`src/rtl/mult8_pkg.sv`:
```
// Shared types, widths and the sign-extension helper for the sequential 8x8 signed multiplier.
package mult8_pkg;

  localparam int unsigned DATA_W = 8;
  localparam logic [3:0] ITER_COUNT = 4'd8;

  typedef enum logic [2:0] {
    StIdle     = 3'd0,
    StAdd      = 3'd1,
    StShift    = 3'd2,
    StHold     = 3'd3,
    StAddShift = 3'd4
  } state_e;

  function automatic logic [DATA_W:0] sext9(input logic [DATA_W-1:0] v);
    return {v[DATA_W-1], v};
  endfunction

endpackage

```
`src/rtl/mult8_seq_core_addsub9.sv`:
```
// 9-bit adder/subtractor; sub_i=1 adds the two's complement of b_i, carry-out is dropped.
module addsub9 (
  input  logic [8:0] a_i,
  input  logic [8:0] b_i,
  input  logic       sub_i,
  output logic [8:0] sum_o
);

  logic [8:0] b_eff;

  always_comb begin
    b_eff = sub_i ? ~b_i : b_i;
    sum_o = a_i + b_eff + {8'd0, sub_i};
  end

endmodule

```
`src/rtl/mult8_seq_core.sv`:
```
// Sequential 8x8 signed multiplier: X/A/B registers plus the add/shift control FSM.
// Define MULT8_MERGED_STEP_EN to fold add and shift into one ADDSHIFT state (8-cycle latency).
module mult8_seq_core
  import mult8_pkg::*;
(
  input  logic              Clk,
  input  logic              Reset,
  input  logic              Run,
  input  logic              ClearA_LoadB,
  input  logic [DATA_W-1:0] S,
  output logic [DATA_W-1:0] Aval,
  output logic [DATA_W-1:0] Bval,
  output logic              Xval,
  output logic              Busy
);

  state_e            state_q, state_d;
  logic [DATA_W-1:0] a_q, a_d;
  logic [DATA_W-1:0] b_q, b_d;
  logic              x_q, x_d;
  logic [3:0]        k_q, k_d;
  logic              run_q, run_d;

  logic [8:0]        sum;
  logic [8:0]        step;
  logic              last_iter;

  assign last_iter = (k_q == ITER_COUNT);

  // The final iteration weighs the multiplier's sign bit negatively, hence subtract.
  addsub9 u_addsub9 (
    .a_i  (sext9(a_q)),
    .b_i  (sext9(S)),
    .sub_i(last_iter),
    .sum_o(sum)
  );

  assign step = b_q[0] ? sum : {x_q, a_q};

  always_comb begin
    state_d = state_q;
    a_d     = a_q;
    b_d     = b_q;
    x_d     = x_q;
    k_d     = k_q;
    run_d   = Run;

    case (state_q)
      StIdle: begin
        if (ClearA_LoadB) begin
          b_d = S;
          a_d = '0;
          x_d = 1'b0;
        end else if (Run && !run_q) begin
          a_d = '0;
          x_d = 1'b0;
          k_d = 4'd1;
`ifdef MULT8_MERGED_STEP_EN
          state_d = StAddShift;
`else
          state_d = StAdd;
`endif
        end
      end
      StAdd: begin
        if (b_q[0]) begin
          x_d = sum[8];
          a_d = sum[7:0];
        end
        state_d = StShift;
      end
      StShift: begin
        a_d = {x_q, a_q[DATA_W-1:1]};
        b_d = {a_q[0], b_q[DATA_W-1:1]};
        if (last_iter) begin
          state_d = StHold;
        end else begin
          k_d     = k_q + 4'd1;
          state_d = StAdd;
        end
      end
      StAddShift: begin
        x_d = step[8];
        a_d = step[8:1];
        b_d = {step[0], b_q[DATA_W-1:1]};
        if (last_iter) begin
          state_d = StHold;
        end else begin
          k_d = k_q + 4'd1;
        end
      end
      StHold: begin
        if (!Run) begin
          state_d = StIdle;
        end
      end
      default: state_d = StIdle;
    endcase
  end

  always_ff @(posedge Clk) begin
    if (Reset) begin
      state_q <= StIdle;
      a_q     <= '0;
      b_q     <= '0;
      x_q     <= 1'b0;
      k_q     <= 4'd0;
      run_q   <= 1'b0;
    end else begin
      state_q <= state_d;
      a_q     <= a_d;
      b_q     <= b_d;
      x_q     <= x_d;
      k_q     <= k_d;
      run_q   <= run_d;
    end
  end

  assign Aval = a_q;
  assign Bval = b_q;
  assign Xval = x_q;
  assign Busy = (state_q != StIdle) && (state_q != StHold);

endmodule

```
`config.mk`:
```
export PLATFORM = sky130hd
export DESIGN_NAME = mult8_seq_core
export DESIGN_NICKNAME = d
export VERILOG_FILES = /design/src/rtl/mult8_pkg.sv /design/src/rtl/mult8_seq_core_addsub9.sv /design/src/rtl/mult8_seq_core.sv
export SDC_FILE = /design/constraint.sdc
export NUM_CORES = 1
export LEC_CHECK = 0
export ABC_AREA = 1
export BUFFER_PORTS_ARGS = -buffer_cell sky130_fd_sc_hd__clkbuf_2
export CAP_MARGIN = 20
export CORE_MARGIN = 2
export CORE_UTILIZATION = 48
export DETAILED_ROUTE_END_ITERATION = 8
export PLACE_DENSITY = 0.75
export SETUP_SLACK_MARGIN = 0.02
export SYNTH_ARGS = -nofsm -noshare
export SYNTH_HDL_FRONTEND = slang
export SYNTH_SLANG_ARGS = --single-unit
```
`constraint.sdc`:
```
create_clock -name Clk -period 5.9 [get_ports Clk]
set_input_delay 0 -clock Clk [delete_from_list [all_inputs] [get_ports Clk]]
set_output_delay 0 -clock Clk [all_outputs]
set_load 0.02 [all_outputs]
```
==> results by group <==
Status
  – Status: complete, no violations

Timing
  – Slew Limit Fails: 0
  – Final Critical Period: 2.59 ns
  – Highest Clock Rate: 0.385 GHz
  – Worst slew pin tran: 0.755 ns
  – Clock skew: 0.0196 ns
  – Final Cycle Share: 0.440
  – Final hold viol count: 0
  – Setup-failing EPs final: 0
  – Min setup slack post-route: 3.31 ns
  – Max-Slew Margin vs Limit: 0.497
  – Total Neg Setup Slack: 0 ns
  – RSZ-0062 raised after global routing: no
  – Final hold slack: 0.0335 ns

Power and ir drop
  – Sequential cell fraction of total power: 0.294
  – Switching power: 0.431 mW
  – Pint: 0.433 mW
  – Comb pwr share: 0.561
  – Clk network pwr share: 0.145
  – Peak supply drop: 0.000332 V
  – Static leakage: 0.930 nW
  – Switching fraction of total power: 0.499
  – Total power: 0.864 mW
  – Power per cell area: 435 mW/mm^2

Logic synthesis
  – Async S/R FF share, synth: 0
  – Synthesized cell area: 0.00168 mm^2
  – FF+latch count, synth: 24
  – Post-synth EDFFs: 0
  – Synth Area per Inst: 7.13 um^2
  – Largest family of logic cells by synthesized area: simple AND/OR/NAND/NOR gates
  – Post-Synth Simple-Gate Area: 0.278
  – Seq/Total Area, Yosys: 0.286
  – Synth Area in Adders: 0.124
  – Yosys warns: 0
  – Post-Syn Nets: 264
  – Gate count after technology mapping: 236
  – Synth cell types: 32
  – Multiplexer area fraction after synthesis: 0
  – Synth Flop Type: dfxtp_1
  – Compound-cell area share of the yosys netlist: 0.181
  – XOR/XNOR share of the synthesized area: 0.0469

Detailed routing
  – Post-route ant nets: 0
  – DRC viols: 0
  – Iter 0 DRT Violations: 86
  – Detailed Route WL: 3890 um
  – Routed len/inst: 12.3 um
  – DR pass1 iterations: 4
  – Via count: 1626
  – Vias/cell: 5.13

Placed design
  – IO buf count: 29
  – DP HPWL: 2840 um
  – RePlAce Congestion: 0.894
  – Placed cells: 304
  – Place WS: 3.29 ns
  – Post-placement cell area: 0.00184 mm^2

CTS
  – CTS Buf Count: 3
  – Worst-case clock buffer depth: 2
  – PostCTS Resize Cnt: 0
  – CTS tree: built
  – Clk Latency, worst-skew pair: 0.35 ns
  – H-tree Lvls: 1
  – # clock sinks: 24
  – Postcts setup bufs: 0
  – Clock transition at path regs: 0.15 ns
  – Root Buffer: clkbuf_4

Critical path
  – CP Capture Type: register
  – Max FO, Critical Path: 11
  – Max incr delay on CP: 0.50 ns
  – Crit path cell chain: inv_1, ha_1, nand3_1, xnor2_1, ha_1, nand2_1, inv_1, nand3_2, nand2_2, or2_0, nand3_1, nand2_1, nand2_1, a21oi_1
  – Critical path arrival: 2.84 ns
  – Cell repeated most along the worst path: nand2_1
  – Kind of critical path: register to register
  – Buffers and inverters on the worst path: 2
  – RR Startpoint: k_q[0]$_SDFFE_PP0P_
  – CP max stage cell: xnor2_1
  – Critical Path Start: k_q[0]$_SDFFE_PP0P_
  – Cell family with most CP delay: simple AND/OR/NAND/NOR gates
  – Data required, critical path: 6.14 ns
  – Startpoint types: register

Flow run
  – Number of max-cap violations: 0

Min path
  – HP Start: Reset
  – Hold WC Path Type: input pin to register

Layout
  – Nets: 300
  – Layout cells sized above 1: 0.185
  – Final Util: 0.590
  – Final non-filler cell total: 317
  – Most frequent cells in the layout: 67 x nand2_1, 29 x clkbuf_2, 24 x dfxtp_1
  – Final instance area: 0.00199 mm^2
  – Antenna cells: 0
  – Commonest non-fill, non-tap cell in the layout: nand2_1
  – Synth-to-Final Area Change: 18.1%

GRT
  – Vias in the first global route: 1521
  – Overall global routing resource usage: 0.210
  – Initial antenna violation count: 0
  – Largest net degree at the start of global routing: 21
  – Global-route wire length before repair: 6760 um
  – Total congestion overflow: 0

Floorplanning
  – Initial core utilization: 0.500
  – Core Box Area: 0.00336 mm^2
  – Rows: 21
  – Chip Width: 63.2 um
  – Ports: 30
  – Chip height: 63.2 um
  – Die area: 0.00399 mm^2
routing by layer:
metal | global-route usage | share of wire
met1 | 0.274 | 0.48
met2 | 0.363 | 0.48
met3 | 0.0429 | 0.039
met4 | 0.0380 | 0.0031
met5 | 0 | 0
flip-flops by register name, indices dropped and copies added (netlist names):
name     count
state_q      2
Aval         8
Xval         1
run_q        1
Bval         8
k_q          4
power groups by stage:
stage / clock, mW / sequential [mW] / combinational [mW]
6_report: 0.125 / 0.254 / 0.485
5_1_grt: 0.135 / 0.262 / 0.542
4_1_cts: 0.127 / 0.253 / 0.483
3_5_place_dp: 0 / 0.257 / 0.477
3_3_place_gp: 0 / 0.255 / 0.473
2_1_floorplan: 0 / 0.291 / 0.331
area by class of cell:
cell class              count  area [um^2]
repair buffers             38          235
fillers                   344         1380
inverters                  27          103
flip-flops and latches     24          480
well taps                  46         57.6
multi-input cells         178         1060
clock buffers               3         22.5
clock inverters             1         30.0
logic make-up (layout without fill, tap and decap cells):
kind of cell / after synthesis / count (layout)
flops: 24 / 24
fa+ha+maj: 16 / 16
xor+xnor: 9 / 9
buf+inv: 34 / 69
compound gates: 50 / 50
simple gates: 103 / 103
worst reg2reg max path, delay by kind of cell, from the launching register on:
family,cells,cell delay [ns]
DFF,1,0.34
AOI/OAI and AO/OA,1,0.05
and+or+nand+nor,8,1.02
adders and majority gates,2,0.45
buffers and inverters,2,0.13
xor gates and xnor gates,1,0.50
Yosys cell counts (all sizes together) (2+ instances only):
cell type,count,area share
nand4,2,0.0074
nor3b,2,0.0089
ha,15,0.11
nand2,71,0.16
nor3,6,0.018
a211oi,4,0.018
a21oi,17,0.060
xnor2,9,0.047
or2,4,0.016
dfxtp,24,0.29
nor2,5,0.021
o21ai,20,0.068
clkbuf,2,0.0045
nand3,13,0.042
a31oi,8,0.030
buf,5,0.020
inv,26,0.058
timing repair:
item	4_1_cts	5_1_grt
endpoints found under the hold margin	9	0
hold buffers	9	0
endpoints found under the setup margin	0	0
worst paths after layout:
kind | slack [ns] | depth (start not counted) | endpoint
min | 0.03 | 2 | Aval[5]$_SDFFE_PP0P_
max | 3.31 | 14 | Aval[3]$_SDFFE_PP0P_
max reg2reg | 3.31 | 14 | Aval[3]$_SDFFE_PP0P_
min reg2reg | 0.50 | 2 | Bval[6]$_SDFFE_PP0P_
Power figures use the tool's default switching activity.
